## config.mk

```make
export PLATFORM = sky130hd
export DESIGN_NAME = timer_sched_flat
export DESIGN_NICKNAME = d
export VERILOG_FILES = /design/src/rtl/timer_sched_pkg.sv /design/src/rtl/timer_sched_if.sv /design/src/rtl/timer_sched_interval_ctr.sv /design/src/rtl/timer_sched.sv /design/src/flat_wrapper.sv
export SDC_FILE = /design/constraint.sdc
export NUM_CORES = 1
export LEC_CHECK = 0
export ABC_AREA = 1
export CAP_MARGIN = 20
export CORE_MARGIN = 4
export CORE_UTILIZATION = 42
export DETAILED_ROUTE_END_ITERATION = 8
export GPL_TIMING_DRIVEN = 0
export PLACE_DENSITY = 0.86
export SLEW_MARGIN = 5
export SYNTH_ARGS = -nofsm -noshare
export SYNTH_HDL_FRONTEND = slang
export SYNTH_SLANG_ARGS = --single-unit
```

## constraint.sdc

```tcl
create_clock -name clk -period 1.27 [get_ports clk]
set_clock_uncertainty 0.2 [all_clocks]
set_input_delay 0.254 -clock clk [delete_from_list [all_inputs] [get_ports clk]]
set_output_delay 0.254 -clock clk [all_outputs]
set_load 0.1 [all_outputs]
```

## src/rtl/timer_sched_pkg.sv

```systemverilog
// Shared types and helpers for the timer_sched slice: FSM state encoding,
// index width and the one-hot to index conversion used by the arbiter.
package timer_sched_pkg;

  localparam int N_MAX = 16;
  localparam int IDX_W = $clog2(N_MAX);

  typedef enum logic [1:0] {
    IDLE = 2'd0,
    RUN  = 2'd1,
    DONE = 2'd2
  } state_e;

  // Callers guarantee at most one bit is set, so OR-ing indices is exact.
  function automatic logic [IDX_W-1:0] onehot_to_idx(input logic [N_MAX-1:0] oh);
    logic [IDX_W-1:0] r;
    r = '0;
    for (int i = 0; i < N_MAX; i++) begin
      if (oh[i]) r = r | IDX_W'(i);
    end
    return r;
  endfunction

endpackage

```

## src/rtl/timer_sched_if.sv

```systemverilog
// Client-side bundle of timer_sched: request/delay/abort/tick inputs and
// grant/done/status outputs, plus the FSM state for observation.
interface timer_sched_if #(
    parameter int N    = 4,
    parameter int BITS = 4
);
  // Handshake: a client holds req high until it sees gnt; the counter then
  // belongs to it until a one-cycle done pulse (or an abort drops gnt).
  // delay is sampled only on the cycle the grant is taken.
  logic                tick_en;
  logic [N-1:0]        req;
  logic [N*BITS-1:0]   delay;
  logic                abort;
  logic [N-1:0]        gnt;
  logic [N-1:0]        done;
  logic                busy;
  logic [BITS-1:0]     count;
  logic [1:0]          state_dbg;

  modport master (
    output tick_en, req, delay, abort,
    input  gnt, done, busy, count, state_dbg
  );

  modport slave (
    input  tick_en, req, delay, abort,
    output gnt, done, busy, count, state_dbg
  );

endinterface

```

## src/rtl/timer_sched_interval_ctr.sv

```systemverilog
// Loadable interval up-counter: load latches the terminal value and clears,
// clr clears, en advances until count equals the terminal value.
module sched_interval_ctr #(
    parameter int BITS = 4
) (
    input  logic            clk,
    input  logic            reset_n,
    input  logic            load,
    input  logic [BITS-1:0] load_val,
    input  logic            clr,
    input  logic            en,
    output logic [BITS-1:0] count,
    output logic            expire
);

  logic [BITS-1:0] fin;

  // Holding at the terminal value means the increment can never wrap.
  always_ff @(posedge clk or negedge reset_n) begin
    if (!reset_n) begin
      count <= '0;
      fin   <= '0;
    end else if (load) begin
      count <= '0;
      fin   <= load_val;
    end else if (clr) begin
      count <= '0;
    end else if (en && (count != fin)) begin
      count <= count + 1'b1;
    end
  end

  assign expire = en && (count == fin);

endmodule

```

## src/rtl/timer_sched.sv

```systemverilog
// Shared interval timer: arbitrates N requesters onto one counter and pulses
// done to the winner. Define TIMER_SCHED_RR_EN for round-robin arbitration.
import timer_sched_pkg::*;

module timer_sched #(
    parameter int N    = 4,
    parameter int BITS = 4
) (
    input  logic          clk,
    input  logic          reset_n,
    timer_sched_if.slave  bus
);

  localparam int IW = $clog2(N);

  localparam logic [1:0] ST_IDLE = IDLE;
  localparam logic [1:0] ST_RUN  = RUN;
  localparam logic [1:0] ST_DONE = DONE;

  logic [1:0]       state;
  logic [IW-1:0]    idx;
  logic [IW-1:0]    win_idx;
  logic [N-1:0]     win_oh;
  logic [N_MAX-1:0] oh_wide;
  logic [N-1:0]     gnt_q;
  logic [N-1:0]     done_q;
  logic [BITS-1:0]  count_w;
  logic             found;
  logic             ctr_load;
  logic             ctr_clr;
  logic             ctr_en;
  logic             expire;

`ifdef TIMER_SCHED_RR_EN
  logic [IW-1:0] rr_ptr;
  logic [IW-1:0] idx_next;
  int            j;

  assign idx_next = (idx == IW'(N - 1)) ? '0 : idx + 1'b1;

  // Scan starts at rr_ptr and wraps, so the last owner goes to the back.
  always_comb begin
    win_oh = '0;
    found  = 1'b0;
    j      = 0;
    for (int i = 0; i < N; i++) begin
      j = (int'(rr_ptr) + i) % N;
      if (!found && bus.req[j]) begin
        win_oh[j] = 1'b1;
        found     = 1'b1;
      end
    end
  end

  always_ff @(posedge clk or negedge reset_n) begin
    if (!reset_n) begin
      rr_ptr <= '0;
    end else if ((state == ST_RUN && bus.abort) || state == ST_DONE) begin
      rr_ptr <= idx_next;
    end
  end
`else
  always_comb begin
    win_oh = '0;
    found  = 1'b0;
    for (int i = 0; i < N; i++) begin
      if (!found && bus.req[i]) begin
        win_oh[i] = 1'b1;
        found     = 1'b1;
      end
    end
  end
`endif

  always_comb begin
    oh_wide        = '0;
    oh_wide[N-1:0] = win_oh;
  end

  assign win_idx  = IW'(onehot_to_idx(oh_wide));
  assign ctr_load = (state == ST_IDLE) && (|bus.req);
  assign ctr_clr  = (state == ST_RUN) && bus.abort;
  assign ctr_en   = (state == ST_RUN) && bus.tick_en;

  sched_interval_ctr #(.BITS(BITS)) u_ctr (
    .clk      (clk),
    .reset_n  (reset_n),
    .load     (ctr_load),
    .load_val (bus.delay[int'(win_idx)*BITS +: BITS]),
    .clr      (ctr_clr),
    .en       (ctr_en),
    .count    (count_w),
    .expire   (expire)
  );

  // Abort is checked before expiry so a same-cycle abort suppresses done.
  always_ff @(posedge clk or negedge reset_n) begin
    if (!reset_n) begin
      state  <= ST_IDLE;
      idx    <= '0;
      gnt_q  <= '0;
      done_q <= '0;
    end else begin
      case (state)
        ST_IDLE: begin
          done_q <= '0;
          if (|bus.req) begin
            state <= ST_RUN;
            idx   <= win_idx;
            gnt_q <= win_oh;
          end
        end
        ST_RUN: begin
          if (bus.abort) begin
            state <= ST_IDLE;
            gnt_q <= '0;
          end else if (expire) begin
            state  <= ST_DONE;
            gnt_q  <= '0;
            done_q <= {{(N-1){1'b0}}, 1'b1} << idx;
          end
        end
        ST_DONE: begin
          state  <= ST_IDLE;
          done_q <= '0;
        end
        default: begin
          state  <= ST_IDLE;
          gnt_q  <= '0;
          done_q <= '0;
        end
      endcase
    end
  end

  assign bus.gnt       = gnt_q;
  assign bus.done      = done_q;
  assign bus.busy      = (state != ST_IDLE);
  assign bus.count     = count_w;
  assign bus.state_dbg = state;

endmodule

```

## src/flat_wrapper.sv

```systemverilog
// flat-port wrapper written by rule: the top's interface ports become plain ports
module timer_sched_flat 
#(
    parameter int N    = 4,
    parameter int BITS = 4
)
  (clk, reset_n, bus_tick_en, bus_req, bus_delay, bus_abort, bus_gnt, bus_done, bus_busy, bus_count, bus_state_dbg);
  timer_sched_if #(.N(N), .BITS(BITS)) bus_i ();
  input  logic clk;
  input  logic reset_n;
  input wire logic [$bits(bus_i.tick_en)-1:0] bus_tick_en;
  input wire logic [$bits(bus_i.req)-1:0] bus_req;
  input wire logic [$bits(bus_i.delay)-1:0] bus_delay;
  input wire logic [$bits(bus_i.abort)-1:0] bus_abort;
  output wire logic [$bits(bus_i.gnt)-1:0] bus_gnt;
  output wire logic [$bits(bus_i.done)-1:0] bus_done;
  output wire logic [$bits(bus_i.busy)-1:0] bus_busy;
  output wire logic [$bits(bus_i.count)-1:0] bus_count;
  output wire logic [$bits(bus_i.state_dbg)-1:0] bus_state_dbg;
  assign bus_i.tick_en = bus_tick_en;
  assign bus_i.req = bus_req;
  assign bus_i.delay = bus_delay;
  assign bus_i.abort = bus_abort;
  assign bus_gnt = bus_i.gnt;
  assign bus_done = bus_i.done;
  assign bus_busy = bus_i.busy;
  assign bus_count = bus_i.count;
  assign bus_state_dbg = bus_i.state_dbg;
  timer_sched #(.N(N), .BITS(BITS)) u_core (.clk(clk), .reset_n(reset_n), .bus(bus_i));
endmodule
```

## Word level (Yosys, flattened, before mapping)

Cells that the tools add are included.

- Register bits after elaboration: 20
- Output and inout bits: 15
- Word-level logic and storage cells: 60

- Add/subtract/negate cells: 1
- Bitwise logic cells: 1
- Multiplexer cells: 23
- Reductions and logical operators: 19
- Eq/ne operators: 8
- Shift operators: 2

Operators with widths:

| cell | count |
|---|---|
| $mux 4 | 9 |
| $shiftx 16x5->4 | 1 |
| $pmux 4 s3 | 1 |
| $mux 2 | 5 |
| $logic_and 1x1->1 | 8 |
| $mux 1 | 7 |
| $reduce_and 2->1 | 3 |
| $add 4x1->4 const B | 1 |
| $eq 4x4->1 | 1 |
| $ne 2x2->1 const B | 2 |
| $ne 4x4->1 | 1 |
| $pmux 2 s2 | 1 |
| $reduce_or 4->1 | 1 |
| $shl 1x2->4 const A | 1 |
| $logic_not 1->1 | 3 |
| $ne 3x2->1 const B | 1 |
| $reduce_and 3->1 | 1 |
| $reduce_bool 3->1 | 1 |
| $eq 2x1->1 const B | 1 |
| $eq 2x2->1 const B | 1 |
| $logic_not 2->1 | 1 |
| $ne 2x1->1 const B | 1 |
| $reduce_bool 2->1 | 1 |
| $not 1->1 | 1 |

## Logic depth before layout (Yosys ltp)

Gate-level depths: netlist (run 1).

- Word-level depth: 12
- Mapped depth: 9
- Mapped depth without buffers: 9

## Modules after synthesis

A second synthesis (run 1) with hierarchy kept.

- Cell total of the unflattened synthesis: 176
- Area, all modules: 1,236.2 µm²

Modules (own cells, without submodules):

| module | area an instance (µm²) | times used | cells each |
|---|---|---|---|
| timer_sched | 762.0 | 1 | 111 |
| sched_interval_ctr | 474.2 | 1 | 65 |

## Worst setup path after synthesis (run 1)

OpenSTA, ideal clock, no wires.

- Path kind: reg-to-reg
- Start: register u_core.state[0] (netlist: u_core.bus.state_dbg[0])
- End: register u_core.idx[1]
- Cell stages (with the launch flop): 5
- Buffers on the path: 0
- Setup slack: -966 ps
- Arrival: 1,958 ps
- Period minus slack after synthesis: 2,236 ps
- Required time: 992 ps
- Path through: dfrtp_1 -> nor2_4 -> inv_1 -> nor2_1 -> a21oi_1

- Longest elaborated chain between the ends: 2

Ends and longest elaborated chain:

| element | RTL line | text |
|---|---|---|
| start: declaration | timer_sched.sv:20 | `logic [1:0] state;` |
| start signal: assignment | timer_sched.sv:99 | `state <= ST_IDLE;` |
| start signal: assignment | timer_sched.sv:108 | `state <= ST_RUN;` |
| start signal: assignment | timer_sched.sv:115 | `state <= ST_IDLE;` |
| $logic_not 2->1 | timer_sched.sv:104 | `case (state)` |
| $reduce_and 2->1 (no source line) | n/a |  |
| end signal: assignment | timer_sched.sv:109 | `idx <= win_idx;` |
| end: declaration | timer_sched.sv:21 | `logic [IW-1:0] idx;` |

No other way between the ends.
A chain may end at the register's enable or synchronous reset.

## Worst setup path in the final report (run 1)

- Start: register u_core.state[1] (netlist: u_core.bus.state_dbg[1])
- End: output port bus_busy

- Longest elaborated chain between the ends: 1

Ends and longest elaborated chain:

| element | RTL line | text |
|---|---|---|
| $reduce_bool 2->1 | timer_sched.sv:138 | `assign bus.busy = (state != ST_IDLE);` |
| end: declaration | flat_wrapper.sv:17 | `output wire logic [$bits(bus_i.busy)-1:0] bus_busy;` |

No other way between the ends.

==> results of run 1 <==
-- synth_stat cells (all sizes together) --
master	n
nand4	2
dfrtp	20
or2	1
ha	1
nand3	25
nand2	72
nor2	12
nor3	5
nand3b	4
a21oi	2
xor2	1
o21ai	4
inv	35
-- through the flow --
| stage | util | area, um^2 | TNS (ns) | power, mW | setup WS, ns |
|---|---|---|---|---|---|
| 2_1_floorplan | - | 1350 | -6.69 | 2.97 | -0.625 |
| 3_3_place_gp | 0.621 | 1770 | -27.04 | 3.46 | -1.00 |
| 3_5_place_dp | 0.621 | 1770 | -28.87 | 3.53 | -1.02 |
| 4_1_cts | 0.708 | 2020 | -8.20 | 4.35 | -0.461 |
| 5_1_grt | 0.793 | 2260 | -11.08 | 5.20 | -0.538 |
| 6_report | 0.793 | 2260 | -9.47 | 4.95 | -0.507 |
-- area by class of cell --
class	count	area [um^2]
multi-input cells	129	772
repair buffers	64	737
fillers	194	589
flip-flops and latches	20	533
inverters	35	146
well taps	31	38.8
clock buffers	4	36.3
-- what timing repair did --
action / in CTS / in global routing
pin swaps: 4 / 7
buffers inserted: 13 / 15
gates resized for setup: 137 / 38
gates cloned: 0 / 0
endpoints found under the hold margin: 11 / 0
setup endpoints to repair: 49 / 35
-- how the worst max path moves through the flow --
stage | start | endpoint | slack (ns) | depth (start not counted)
floorplan | u_core.bus.state_dbg[1] | u_core.idx[1] | -0.63 | 4
global placement | u_core.bus.state_dbg[1] | bus_busy | -1.00 | 3
detailed placement | u_core.bus.state_dbg[0] | bus_busy | -1.02 | 3
CTS | u_core.bus.state_dbg[0] | bus_busy | -0.46 | 3
global route | u_core.bus.state_dbg[1] | bus_busy | -0.54 | 3
finish | u_core.bus.state_dbg[1] | bus_busy | -0.51 | 3
-- placed cells by master (no fill, tap or decap), types with 7 or more instances in the layout --
cell,n
nand2_1,56
inv_1,26
nand3_1,20
buf_4,20
clkdlybuf4s50_1,18
buf_12,15
nand2_2,10
dfrtp_2,8
nor2_4,7
-- power by group through the flow --
stage | Combinational (mW) | Sequential (mW) | Clock [mW]
final | 3.45 | 1.11 | 0.390
after global routing | 3.63 | 1.14 | 0.431
after CTS | 2.88 | 1.08 | 0.388
after detailed placement | 2.45 | 1.08 | 0
after global placement | 2.40 | 1.06 | 0
after floorplan | 1.11 | 1.86 | 0
-- logic make-up (layout without fill, tap and decap cells) --
family | count (synthesis) | after routing | synth area share
flops | 20 | 20 | 0.384
fa+ha+maj | 1 | 1 | 0.00959
xor+xnor | 1 | 1 | 0.00671
buf+inv | 35 | 103 | 0.105
simple gates | 121 | 121 | 0.470
compound gates | 6 | 6 | 0.0259
-- flip-flops by register name (all words and copies together), names as in the netlist --
name and cells:
u_core.bus.state_dbg 2, u_core.bus.gnt 4, u_core.u_ctr.fin 4, u_core.idx 2, u_core.u_ctr.count 4, u_core.bus.done 4
-- critical path, stage by stage, from the launching register on --
cell	delay [ns]
dfrtp_4	0.54
nor2_4	0.15
clkinvlp_4	0.14
buf_12	0.18
-- routing by layer --
metal  global-route usage  share of wire  up-vias
li1                     -              -      706
met3               0.0333          0.048       10
met2                0.295           0.53       57
met4               0.0809          0.027        0
met5                    0              0        -
met1                0.181           0.39      619
==> flow_metrics.env, run 1 <==
export IMPL_boundaryPins=39
export IMPL_syn_inst=184
export IMPL_ys_seq_area_frac=0.384
export IMPL_slew_headroom=0.393
export IMPL_area_growth_pct=73.4
export IMPL_antenna_found_initial=0
export IMPL_dp_cells=253
export IMPL_cts_max_level=1
export IMPL_outcome="finished, violations left"
export IMPL_initial_utilization=0.457
export IMPL_stdcell_count=283
export IMPL_synth_nets=209
export IMPL_syn_cell_area_mm2=0.00131
export IMPL_clkSlewWorstSetupHoldPaths_ns=0.13
export IMPL_grt_pass1_wl_um=5380
export IMPL_yosysTopAreaCell="dfrtp_1"
export IMPL_ys_warn_count=0
export IMPL_totalWireLength_um=3760
export IMPL_swShare=0.523
export IMPL_final_max_slew_viol_count=0
export IMPL_portBuffers=38
export IMPL_cp_required_ns=0.82
export IMPL_finalCriticalPeriod_ns=1.78
export IMPL_hold_path_class="in -> async"
export IMPL_violations="hold timing, setup timing"
export IMPL_synth_distinct_cells=24
export IMPL_p_int_mw=2.36
export IMPL_fin_ws_ns=-0.507
export IMPL_reg2reg_depth=9
export IMPL_cts_inserted_buffers=3
export IMPL_cts_sinks=20
export IMPL_fp_dieW_um=63.7
export IMPL_rsz0062_at_grt="true"
export IMPL_clock_fmax_mhz=563
export IMPL_coreArea_mm2=0.00285
export IMPL_min_period_over_period=1.40
export IMPL_cts_tree="done"
export IMPL_drc=0
export IMPL_irDropWorstVdd_uv=959
export IMPL_max_cap_violations=0
export IMPL_cts_buffer_depth=2
export IMPL_end_kind="primary output"
export IMPL_ys_ff_latch=20
export IMPL_whs_ns=-0.0370
export IMPL_synth_top_area_frac=0.384
export IMPL_drt_vias_per_instance=4.92
export IMPL_first_global_vias=1244
export IMPL_firstDrtPassIters=7
export IMPL_num_vias=1392
export IMPL_synthTopCellsByArea="dfrtp_1 (38%), nand2_1 (19%), inv_1 (9.5%), nand3_1 (8.8%), nor2_4 (3.5%)"
export IMPL_hpwl_um=2220
export IMPL_crit_type="reg -> out"
export IMPL_wl_per_cell_um=13.3
export IMPL_pwr_share_seq=0.224
export IMPL_antenna_left=0
export IMPL_leakage_nw=1.12
export IMPL_layout_nets=278
export IMPL_drive_above_1_share=0.401
export IMPL_overflow=0
export IMPL_crit_arrival_ns=1.32
export IMPL_die_area_mm2=0.00406
export IMPL_clkLatencyLatePin_ns=0.32
export IMPL_r2r_end="u_core.u_ctr.count[2]"
export IMPL_grt_max_degree=21
export IMPL_power_density_mw_per_mm2=2190
export IMPL_root_buffer="clkbuf_4"
export IMPL_rr_startpoint="u_core.bus.state_dbg[1]"
export IMPL_p_clk_frac=0.079
export IMPL_setup_viol=35
export IMPL_place_congestion=0.821
export IMPL_hold_violations=20
export IMPL_tightest_slew_ns=0.911
export IMPL_comb_power_share=0.697
export IMPL_crit_path_start_kind="flip-flop"
export IMPL_track_usage=0.163
export IMPL_rrSetupSlack_ns=-0.40
export IMPL_syn_area_per_cell_um2=7.09
export IMPL_diodes=0
export IMPL_die_y_um=63.7
export IMPL_p_switching_mw=2.59
export IMPL_cp_max_fo=3
export IMPL_drt_iter0_markers=36
export IMPL_row_count=19
No activity file was read; power rests on OpenSTA's default activity.
==> run 2, diff against run 1 <==
Settings changed: CORE_MARGIN 4 to unset.
==> run 2 against run 1 <==
  * Total power up 3.3%
  * Combinational power about the same
  * Fmax up 1.1%
  * Critical endpoint unchanged
  * Sequential share of layout area up 0.26 points
  * Routed wire length down 2.8%
  * Sequential power about the same
  * Utilization down 0.88 points
  * First-iteration DRC count up 64%
  * Global-route usage up 6.5 points
  * Cell count down 0.71%
  * The flow finishes with violations (DRC, hold timing, setup timing)
==> flow_metrics.env, run 2 (same netlist as run 1, synthesis figures left out) <==
export IMPL_hpwl_um=2000
export IMPL_hold_path_class="in -> async"
export IMPL_totalWireLength_um=3660
export IMPL_cp_top_family="flip-flops"
export IMPL_grt_max_degree=21
export IMPL_reg2reg_depth=7
export IMPL_crit_path_cell_trace="nor2_4 > clkinvlp_4 > buf_12"
export IMPL_layout_cells_most_common="nand2_1"
export IMPL_drc=3
export IMPL_finalPower_mw=5.12
export IMPL_min_period_over_period=1.38
export IMPL_leakage_nw=1.11
export IMPL_stdcell_count=281
export IMPL_end_kind="primary output"
export IMPL_cts_buffer_depth=2
export IMPL_die_area_mm2=0.00333
export IMPL_fill_cells=189
export IMPL_max_stage_delay_ns=0.53
export IMPL_cts_max_level=1
export IMPL_final_max_slew_viol_count=0
export IMPL_tightest_slew_ns=0.891
export IMPL_hold_violations=20
export IMPL_drt_vias_per_instance=5.03
export IMPL_antenna_found_initial=0
export IMPL_r2r_end="u_core.bus.done[0]"
export IMPL_overflow=0
export IMPL_finalCriticalPeriod_ns=1.76
export IMPL_diodes=0
export IMPL_layout_common_cells="nand2_1 (58), inv_1 (28), nand3_1 (21)"
export IMPL_power_density_mw_per_mm2=2290
export IMPL_startpoint="u_core.bus.state_dbg[1]"
export IMPL_crit_path_start_kind="flip-flop"
export IMPL_max_cap_violations=0
export IMPL_violations="DRC, hold timing, setup timing"
export IMPL_dp_cells=253
export IMPL_track_usage=0.228
export IMPL_rrSetupSlack_ns=-0.44
export IMPL_antenna_left=0
export IMPL_wl_per_cell_um=13.0
export IMPL_worst_path_stages=3
export IMPL_cts_inserted_buffers=3
export IMPL_irDropWorstVdd_uv=1490
export IMPL_drive_above_1_share=0.384
export IMPL_portBuffers=38
export IMPL_crit_arrival_ns=1.30
export IMPL_rsz0062_at_grt="true"
export IMPL_rr_startpoint="u_core.bus.state_dbg[0]"
export IMPL_cts_sinks=20
export IMPL_slew_headroom=0.406
export IMPL_row_count=19
export IMPL_cts_tree="done"
export IMPL_die_y_um=57.7
export IMPL_fp_dieW_um=57.7
export IMPL_cp_max_fo=3
export IMPL_boundaryPins=39
export IMPL_clkSlewWorstSetupHoldPaths_ns=0.14
export IMPL_path_buf_inv=2
export IMPL_place_congestion=0.773
export IMPL_initial_utilization=0.457
export IMPL_coreArea_mm2=0.00285
export IMPL_crit_slowest_cell="dfrtp_4"
export IMPL_pre_cts_slack_ns=-1.01
export IMPL_crit_type="reg -> out"
export IMPL_num_vias=1413
export IMPL_area_growth_pct=71.5
export IMPL_layout_nets=276
export IMPL_clkLatencyLatePin_ns=0.32
export IMPL_cp_required_ns=0.82
export IMPL_whs_ns=-0.0564
export IMPL_first_global_vias=1272
export IMPL_drt_iter0_markers=59
export IMPL_setup_viol=35
export IMPL_clock_fmax_mhz=569
export IMPL_outcome="finished, violations left"
export IMPL_grt_pass1_wl_um=5780
export IMPL_fin_ws_ns=-0.488
export IMPL_firstDrtPassIters=6
export IMPL_root_buffer="clkbuf_4"
-- run 2: cell types whose count changed in the layout (fill, tap and decap cells not counted), sizes merged --
| cell | change |
|---|---|
| buf | -2 |
| bufinv | +1 |
| clkbuf | -1 |
| clkdlybuf4s15 | -1 |
| clkdlybuf4s50 | +1 |
| clkinv | +1 |
| clkinvlp | -1 |
-- run 2: where the power goes --
part / leakage (nW) / internal (mW) / switching [mW]
clock network: 0.0279 / 0.319 / 0.226
registers: 0.240 / 0.882 / 0.235
logic: 0.845 / 1.31 / 2.14
-- run 2: how the worst max path moves through the flow --
stage / endpoint
4_1_cts: bus_busy
5_1_grt: bus_busy
3_3_place_gp: bus_busy
2_1_floorplan: u_core.idx[1]
6_report: bus_busy
3_5_place_dp: bus_busy
-- run 2: final cells by class --
class	instances	area, um^2	share of cell area
Inverter	35	148	0.0660
Tap cell	31	38.8	0.0173
Timing Repair Buffer	62	706	0.315
Clock inverter	1	30.0	0.0134
Clock buffer	3	22.5	0.0101
Multi-Input combinational cell	129	761	0.340
Sequential cell	20	533	0.238
-- run 2: timing repair --
action                                 CTS  global route
endpoints found under the hold margin   12             0
gates resized for setup                149            17
pin swaps                                5             5
setup buffers                           22             5
setup endpoints to repair               49            35
-- run 2: worst reg2reg max path, stage by stage (launching register included) --
cell and delay (ns):
dfrtp_4 0.47, buf_4 0.14, buf_6 0.12, nand2_8 0.07, nor2_4 0.16, nand4_1 0.23, nand3_1 0.14, nand2_1 0.07
-- run 2: routing by layer --
metal / wire [um] / GRT usage
met5: 0 / 0
met4: 103 / 0.0986
met3: 208 / 0.0201
met2: 1880 / 0.405
met1: 1470 / 0.283
-- run 2: stage by stage --
stage	instance area (um^2)	utilization	hold slack, ns	setup TNS [ns]
after floorplan	1350	-	-0.242	-6.69
after global placement	1770	0.621	0.263	-27.17
after detailed placement	1770	0.621	0.268	-28.16
after CTS	2160	0.758	-0.0116	-9.55
after global routing	2240	0.785	0.0149	-11.27
final	2240	0.785	-0.0564	-9.89
